<file path="src/rtl/memory_arbiter.sv">
// Serializes icache and dcache miss/writeback traffic onto one RAM port; dcache keeps the port for a whole block.
// Optional MEMARB_FAIR_EN selects round-robin on contention instead of strict dcache priority.
module memory_arbiter #(
  parameter int BLOCK_WORDS  = 2,
  parameter int ICACHE_WORDS = 1
) (
  input  logic        CLK,
  input  logic        RST,
  input  logic        iREN,
  input  logic [31:0] iaddr,
  output logic        iwait,
  output logic [31:0] iload,
  input  logic        dREN,
  input  logic        dWEN,
  input  logic [31:0] daddr,
  input  logic [31:0] dstore,
  output logic        dwait,
  output logic [31:0] dload,
  output logic        ramREN,
  output logic        ramWEN,
  output logic [31:0] ramaddr,
  output logic [31:0] ramstore,
  input  logic [31:0] ramload,
  input  logic [1:0]  ramstate
);

  localparam int MAXW = (BLOCK_WORDS > ICACHE_WORDS) ? BLOCK_WORDS : ICACHE_WORDS;
  localparam int CW   = $clog2(MAXW + 1);
  localparam logic [CW-1:0] D_LAST = CW'(BLOCK_WORDS);
  localparam logic [CW-1:0] I_LAST = CW'(ICACHE_WORDS);
  localparam logic [1:0]    RAM_ACCESS = 2'd2;

  typedef enum logic [1:0] {IDLE = 2'd0, GRANT_I = 2'd1, GRANT_D = 2'd2} state_t;

  state_t        state;
  logic [CW-1:0] beat_cnt;
  logic          last_grant;

  logic          access;
  logic          d_req;
  logic          i_req;
  logic          fair_mode;
  logic          pick_d;
  logic [CW-1:0] beat_inc;

`ifdef MEMARB_FAIR_EN
  assign fair_mode = 1'b1;
`else
  assign fair_mode = 1'b0;
`endif

  assign access   = (ramstate == RAM_ACCESS);
  assign d_req    = dREN | dWEN;
  assign i_req    = iREN;
  assign beat_inc = beat_cnt + CW'(1);
  // Under contention, round-robin hands the port to whoever did not have it last.
  assign pick_d   = d_req && (!fair_mode || !i_req || !last_grant);

  always_ff @(posedge CLK or posedge RST) begin
    if (RST) begin
      state      <= IDLE;
      beat_cnt   <= '0;
      last_grant <= 1'b0;
    end else begin
      case (state)
        IDLE: begin
          beat_cnt <= '0;
          if (pick_d)     state <= GRANT_D;
          else if (i_req) state <= GRANT_I;
        end
        GRANT_D: begin
          if (!d_req || (access && beat_inc == D_LAST)) begin
            state      <= IDLE;
            beat_cnt   <= '0;
            last_grant <= 1'b1;
          end else if (access) begin
            beat_cnt <= beat_inc;
          end
        end
        GRANT_I: begin
          if (!i_req || (access && beat_inc == I_LAST)) begin
            state      <= IDLE;
            beat_cnt   <= '0;
            last_grant <= 1'b0;
          end else if (access) begin
            beat_cnt <= beat_inc;
          end
        end
        default: state <= IDLE;
      endcase
    end
  end

  // RAM side follows the granted cache combinationally so addresses can move beat to beat.
  always_comb begin
    ramREN   = 1'b0;
    ramWEN   = 1'b0;
    ramaddr  = 32'h0;
    ramstore = 32'h0;
    iwait    = 1'b1;
    dwait    = 1'b1;
    case (state)
      GRANT_D: begin
        ramaddr  = daddr;
        ramstore = dstore;
        ramWEN   = dWEN;
        ramREN   = dREN & ~dWEN;
        dwait    = ~access;
      end
      GRANT_I: begin
        ramaddr = iaddr;
        ramREN  = iREN;
        iwait   = ~access;
      end
      default: ;
    endcase
  end

  assign iload = ramload;
  assign dload = ramload;

endmodule

</file>
<file path="config.mk">
export PLATFORM = sky130hd
export DESIGN_NAME = memory_arbiter
export DESIGN_NICKNAME = d
export VERILOG_FILES = /design/src/rtl/memory_arbiter.sv
export SDC_FILE = /design/constraint.sdc
export NUM_CORES = 1
export LEC_CHECK = 0
export BUFFER_PORTS_ARGS = -buffer_cell sky130_fd_sc_hd__clkbuf_2
export CAP_MARGIN = 40
export CORE_AREA = 2 2 103 105
export CTS_CLUSTER_SIZE = 20
export DETAILED_ROUTE_END_ITERATION = 10
export DIE_AREA = 0 0 105 107
export MAX_ROUTING_LAYER = met4
export PLACE_DENSITY = 0.58
export SETUP_SLACK_MARGIN = 0.3
export SYNTH_ARGS = -nofsm -noshare
export SYNTH_HDL_FRONTEND = slang
export SYNTH_SLANG_ARGS = --single-unit
export TNS_END_PERCENT = 10
</file>
<file path="constraint.sdc">
create_clock -name CLK -period 1.68 [get_ports CLK]
set_input_delay 0.504 -clock CLK [delete_from_list [all_inputs] [get_ports CLK]]
set_output_delay 0.504 -clock CLK [all_outputs]
set_load 0.005 [all_outputs]
</file>
After elaboration in Yosys (flattened, before gate mapping)

Index checks and enable logic that the tools add are counted.

Word-level logic and storage cells: 39
Input port bits: 135
Flip-flop bits (word level): 4
Output and inout bits: 132

Add/subtract/negate cells: 1
Bitwise logic cells: 4
Muxes and demuxes: 15
Eq/ne operators: 8
Reductions and logical operators: 9

Operator list:

| cell                                                            | count |
|---|---|
| 32-bit case mux with 2 select lines                             | 1 |
| 32-bit two-way mux                                              | 1 |
| 2-bit two-way mux                                               | 7 |
| 2-bit case mux with 3 select lines                              | 2 |
| 2-bit == test, second input constant                            | 3 |
| 2-bit by 1-bit == test with 1-bit output, second input constant | 2 |
| 2-bit != test, second input constant                            | 2 |
| 1-bit two-way mux                                               | 3 |
| 3-bit != test, second input constant                            | 1 |
| 3-bit AND reduction                                             | 1 |
| 3-bit nonzero test                                              | 1 |
| 2-bit by 1-bit adder with 2-bit output, second input constant   | 1 |
| 1-bit logical AND                                               | 2 |
| 1-bit zero test                                                 | 2 |
| 2-bit zero test                                                 | 1 |
| 1-bit logical OR                                                | 2 |
| 1-bit inverter                                                  | 2 |
| 1-bit case mux with 2 select lines                              | 1 |
| 1-bit AND                                                       | 1 |
| 1-bit OR                                                        | 1 |

Longest topological paths before layout

Word-level depth: 6
Mapped depth: 7
Mapped depth without buffers: 6

Least setup slack after synthesis

Ideal clock, no wire load.

Path type: register -> output
Start: reg state[0]
End: out ramstore[22]
Path buffers: 2
Required time: 1.176 ns
Cell stages (with the launch flop): 6
Data arrival time: 1.282 ns
Setup slack: -0.106 ns
Cell sequence: dfrtp_1 > inv_1 > ha_1 > buf_2 > clkbuf_1 > and2_1

Cells in the longest elaborated chain, start to end: 2

Ends and longest elaborated chain:

| what                     | RTL line | source |
|---|---|---|
| start: declaration       | 35       | `state_t state;` |
| start signal: assignment | 61       | `state <= IDLE;` |
| start signal: assignment | 68       | `if (pick_d) state <= GRANT_D;` |
| start signal: assignment | 69       | `else if (i_req) state <= GRANT_I;` |
| 2-bit == test            | --       |  |
| 32-bit two-way mux       | 102      | `case (state)` |
| end: declaration         | 22       | `output logic [31:0] ramstore,` |

No other way between the ends.

Worst setup path in the final report

Start: reg state[1]
End: out ramREN

Cells in the longest elaborated chain, start to end: 2
Elaborated cells between the ends (all ways): 3
Those cells by class: eq/ne: 2; mux: 1

Ends and longest elaborated chain:

| what                                                                      | RTL line | source |
|---|---|---|
| 2-bit by 1-bit == test with 1-bit output or 2-bit == test (tied branches) | --       |  |
| 1-bit case mux with 2 select lines *                                      | 102      |  |
| end: declaration                                                          | 19       | `output logic ramREN,` |

Mark *: on every way between the ends. The rest lies on a longest branch, timed or not.

==> impl_results.html <==
<table>
<tr><th>Metric</th><th>Value</th></tr>
<tr><th colspan="2">Run status</th></tr>
<tr><td>Result of the run</td><td>finished, violations left</td></tr>
<tr><td>Failing checks</td><td>setup timing</td></tr>
<tr><th colspan="2">Layout</th></tr>
<tr><td>Net count of the finished layout</td><td>474</td></tr>
<tr><td>Area growth from synthesis to layout</td><td>67.43%</td></tr>
<tr><td>Finished Cell Area</td><td>between 0.002 and 0.0025 mm^2</td></tr>
<tr><td>Inserted Diodes</td><td>0</td></tr>
<tr><td>Proportion of layout cells with a drive suffix above 1</td><td>roughly 73%</td></tr>
<tr><th colspan="2">Logic synthesis</th></tr>
<tr><td>Flip-flop and latch count after synthesis</td><td>4</td></tr>
<tr><td>Synthesized instance count</td><td>around 220</td></tr>
<tr><td>Fraction of synthesized cell area taken by the top area cell type</td><td>between 30 and 40%</td></tr>
<tr><td>Top cells by area in the synthesized netlist</td><td>buf_4 (33%), a22oi_1 (16%), and2_1 (14%)</td></tr>
<tr><td>Post-Syn Nets</td><td>357</td></tr>
<tr><td>Synth unique cells</td><td>27</td></tr>
<tr><td>Cell area after synthesis</td><td>around 0.0015 mm^2</td></tr>
<tr><td>Area leader, netlist</td><td>buf_4</td></tr>
<tr><td>Number of warnings printed during yosys synthesis</td><td>0</td></tr>
<tr><td>Synth Area per Inst</td><td>between 6 and 7 um^2</td></tr>
<tr><td>Share of the yosys chip area belonging to registers</td><td>slightly below 7%</td></tr>
<tr><th colspan="2">Worst setup path</th></tr>
<tr><td>CP Data Required Time</td><td>between 1 and 1.5 ns</td></tr>
<tr><td>Crit path DAT</td><td>between 1 and 1.5 ns</td></tr>
<tr><td>Worst Setup End Kind</td><td>output port</td></tr>
<tr><td>Reg-to-Reg End</td><td>beat_cnt[0]</td></tr>
<tr><td>Worst Setup Path Type</td><td>reg -&gt; out</td></tr>
<tr><td>R2r setup slk</td><td>-0.02 ns</td></tr>
<tr><td>Kind of launch point of the worst setup path</td><td>register</td></tr>
<tr><td>Startpoint of the worst-slack reg-to-reg timing path</td><td>state[1]</td></tr>
<tr><td>Critical path fanouts, max</td><td>6</td></tr>
<tr><td>Register-to-Register Path Depth</td><td>7</td></tr>
<tr><th colspan="2">Global route</th></tr>
<tr><td>Overall fraction of global-route tracks in use</td><td>about a tenth</td></tr>
<tr><td>Remaining global-route overflow</td><td>0</td></tr>
<tr><td>Largest net degree at the start of global routing</td><td>27</td></tr>
<tr><td>Number of antenna violations at the first check in global routing</td><td>0</td></tr>
<tr><td>Global-route wire length before repair</td><td>around 9 mm</td></tr>
<tr><td>Number of global-route vias before repair</td><td>approximately 1800</td></tr>
<tr><th colspan="2">Clock network</th></tr>
<tr><td>Hold-fix buffers, CTS</td><td>0</td></tr>
<tr><td>CTS buffer count</td><td>3</td></tr>
<tr><td>Clock tree from TritonCTS</td><td>built</td></tr>
<tr><td>Sinks on Clock Net</td><td>4</td></tr>
<tr><td>Skew-Pair Late Insertion Delay</td><td>0.22 ns</td></tr>
<tr><td>Maximum clock path buffer count</td><td>2</td></tr>
<tr><td>CTS Root Buffer Type</td><td>clkbuf_8</td></tr>
<tr><td>H-tree level count</td><td>1</td></tr>
<tr><td>Clock-pin slew reported for the worst setup and hold paths after clock tree synthesis</td><td>approximately 0.030 ns</td></tr>
<tr><th colspan="2">Worst hold path</th></tr>
<tr><td>Path class of the lowest-slack min-delay path</td><td>in -&gt; async</td></tr>
<tr><th colspan="2">Die</th></tr>
<tr><td>Die height</td><td>about 110 um</td></tr>
<tr><td>Effective utilization at floorplan</td><td>14.62%</td></tr>
<tr><td>IO Count</td><td>roughly 270</td></tr>
<tr><td>Die Wd</td><td>approximately 110 um</td></tr>
<tr><td>Die outline area</td><td>0.01124 mm^2</td></tr>
<tr><td>Core footprint</td><td>slightly above 0.01 mm^2</td></tr>
<tr><td>Count of standard-cell rows</td><td>37</td></tr>
<tr><th colspan="2">Placed design</th></tr>
<tr><td>Final HPWL DP</td><td>slightly below 5 mm</td></tr>
<tr><td>Cell area after placement</td><td>approximately 0.0023 mm^2</td></tr>
<tr><td>Count of input and output buffers</td><td>170</td></tr>
<tr><td>Final GP Congestion</td><td>0.7135</td></tr>
<tr><th colspan="2">Timing</th></tr>
<tr><td>Max Freq</td><td>511.6 MHz</td></tr>
<tr><td>Hold slack</td><td>approximately 0.15 ns</td></tr>
<tr><td>Transition time at the pin with the least slew margin</td><td>0.2888 ns</td></tr>
<tr><td>Number of pins exceeding their max-slew limit in the final report</td><td>0</td></tr>
<tr><td>Final setup slack of the worst path</td><td>-0.2748 ns</td></tr>
<tr><td>Setup repair after global routing missed its margin</td><td>true</td></tr>
<tr><td>Worst rel slew slack</td><td>80.75%</td></tr>
<tr><td>Endpoints failing hold</td><td>0</td></tr>
<tr><td>Clock Skews</td><td>approximately 0.00025 ns</td></tr>
<tr><td>Shortest clock period the worst path allows after layout</td><td>1.955 ns</td></tr>
<tr><td>Post-route fraction of the period consumed by the critical path</td><td>116.4%</td></tr>
<tr><td># setup viols final</td><td>about 70</td></tr>
<tr><th colspan="2">Power</th></tr>
<tr><td>Maximum resistive drop on vdd</td><td>1.061 mV</td></tr>
<tr><td>Pleak</td><td>roughly 1.3 nW</td></tr>
<tr><td>Cell area power density</td><td>1611 mW/mm^2</td></tr>
<tr><th colspan="2">Drt</th></tr>
<tr><td>WL per Instance</td><td>between 10 and 15 um</td></tr>
<tr><td>Total DRC errors in the routed layout</td><td>0</td></tr>
<tr><td>Final ANT Viol Nets</td><td>0</td></tr>
<tr><td>Number of detailed-route iterations in the first pass</td><td>4</td></tr>
<tr><td>Routed via count divided by cell count</td><td>about 3.9</td></tr>
<tr><td>Total vias in the final route</td><td>1810</td></tr>
<tr><td>Total wirelength of the detailed-routed design</td><td>approximately 5.8 mm</td></tr>
<tr><td>Drt initial violations</td><td>73</td></tr>
<tr><th colspan="2">Run</th></tr>
<tr><td>Max Cap Viol</td><td>0</td></tr>
</table>
[per-layer routing]
layer  global-route usage [%]  share of wire, %
met4                    2.857              0.98
met5                        -                 0
met1                    11.75                40
met3                    1.763               5.0
met2                    17.81                54
[cell usage after synthesis (all sizes together)]
| cell type | instances |
|---|---|
| a21boi | 1 |
| a21o | 1 |
| a21oi | 1 |
| a22oi | 32 |
| a32o | 1 |
| a32oi | 1 |
| and2 | 34 |
| buf | 66 |
| clkbuf | 12 |
| dfrtp | 4 |
| ha | 6 |
| inv | 7 |
| nand2 | 4 |
| nand2b | 1 |
| nand3 | 1 |
| nand3b | 2 |
| nor2 | 33 |
| nor2b | 1 |
| o21a | 1 |
| o21ai | 3 |
| o21bai | 1 |
| o311a | 1 |
| or2 | 1 |
| or4 | 1 |
[through the flow]
step | power [mW] | setup slack (ns) | util, % | setup TNS (ns) | std cells
floorplan | 2.242 | 0.04479 | - | 0 | 216
finish | 3.979 | -0.2748 | 24.47 | -14.59 | 467
global placement | 3.300 | -0.07008 | 22.95 | -1.854 | 456
detailed placement | 3.364 | -0.08612 | 22.95 | -2.531 | 456
CTS | 4.033 | -0.2839 | 24.29 | -16.13 | 466
global route | 4.346 | -0.3510 | 24.47 | -19.46 | 467
[cells by family (layout without fill, tap and decap cells)]
kind of cell / count (synthesis) / count (layout) / share of synthesized area [%]
flip-flops: 4 / 4 / 6.786
buffers and inverters: 85 / 200 / 38.08
AND/OR/NAND/NOR: 78 / 78 / 27.14
adder cells (fa/ha/maj): 6 / 6 / 5.089
AO/OA/AOI/OAI: 43 / 43 / 22.90
[layout make-up]
class | instances | area, um^2
Multi-Input combinational cell | 127 | 1025
Timing Repair Buffer | 190 | 1100
Inverter | 7 | 33.78
Clock buffer | 3 | 41.29
Fill cell | 1158 | 7622
Sequential cell | 4 | 100.1
Tap cell | 136 | 170.2
[cell usage in the layout, fill, tap and decap left out, types with 3 or more instances in the layout]
cell type	synthesis	layout
clkbuf_2	0	166
and2_1	34	32
a22oi_2	0	30
nor2_1	33	27
buf_4	64	12
nor2_2	0	6
buf_12	0	6
nand2_1	4	4
inv_1	6	4
dfrtp_1	4	4
buf_2	2	4
ha_4	0	3
ha_1	6	3
clkbuf_8	0	3
[power by group]
group | total, mW | internal, mW | leakage (nW) | switching, mW
Sequential | 0.159 | 0.130 | 0.0531 | 0.0289
Combinational | 3.61 | 1.89 | 1.21 | 1.72
Clock | 0.208 | 0.153 | 0.0216 | 0.0547
Total | 3.98 | 2.17 | 1.28 | 1.81
[registers in the layout (all words and copies together), names as in the netlist]
signal / flops
beat_cnt: 2
state: 2
[worst max-delay path, cell delays in order (launching register included)]
cell and delay [ns]:
dfrtp_1 0.40, buf_6 0.14, ha_4 0.19, buf_4 0.16, nand2_1 0.05, nor2_1 0.04
o21a_1 0.16, clkbuf_2 0.10
[how the worst max path moves through the flow]
stage | from | endpoint
after floorplan | state[1] | ramaddr[0]
after global placement | state[1] | ramaddr[20]
after detailed placement | state[1] | ramaddr[12]
after CTS | state[0] | ramREN
after global routing | state[0] | ramaddr[7]
final | state[1] | ramREN
[timing repair]
item | in CTS | in global routing
setup buffers | 6 | 1
endpoints found under the setup margin | 72 | 72
cloned | 1 | 0
gates resized for setup | 8 | 8
pin swaps | 35 | 2
Power figures use the tool's default switching activity.
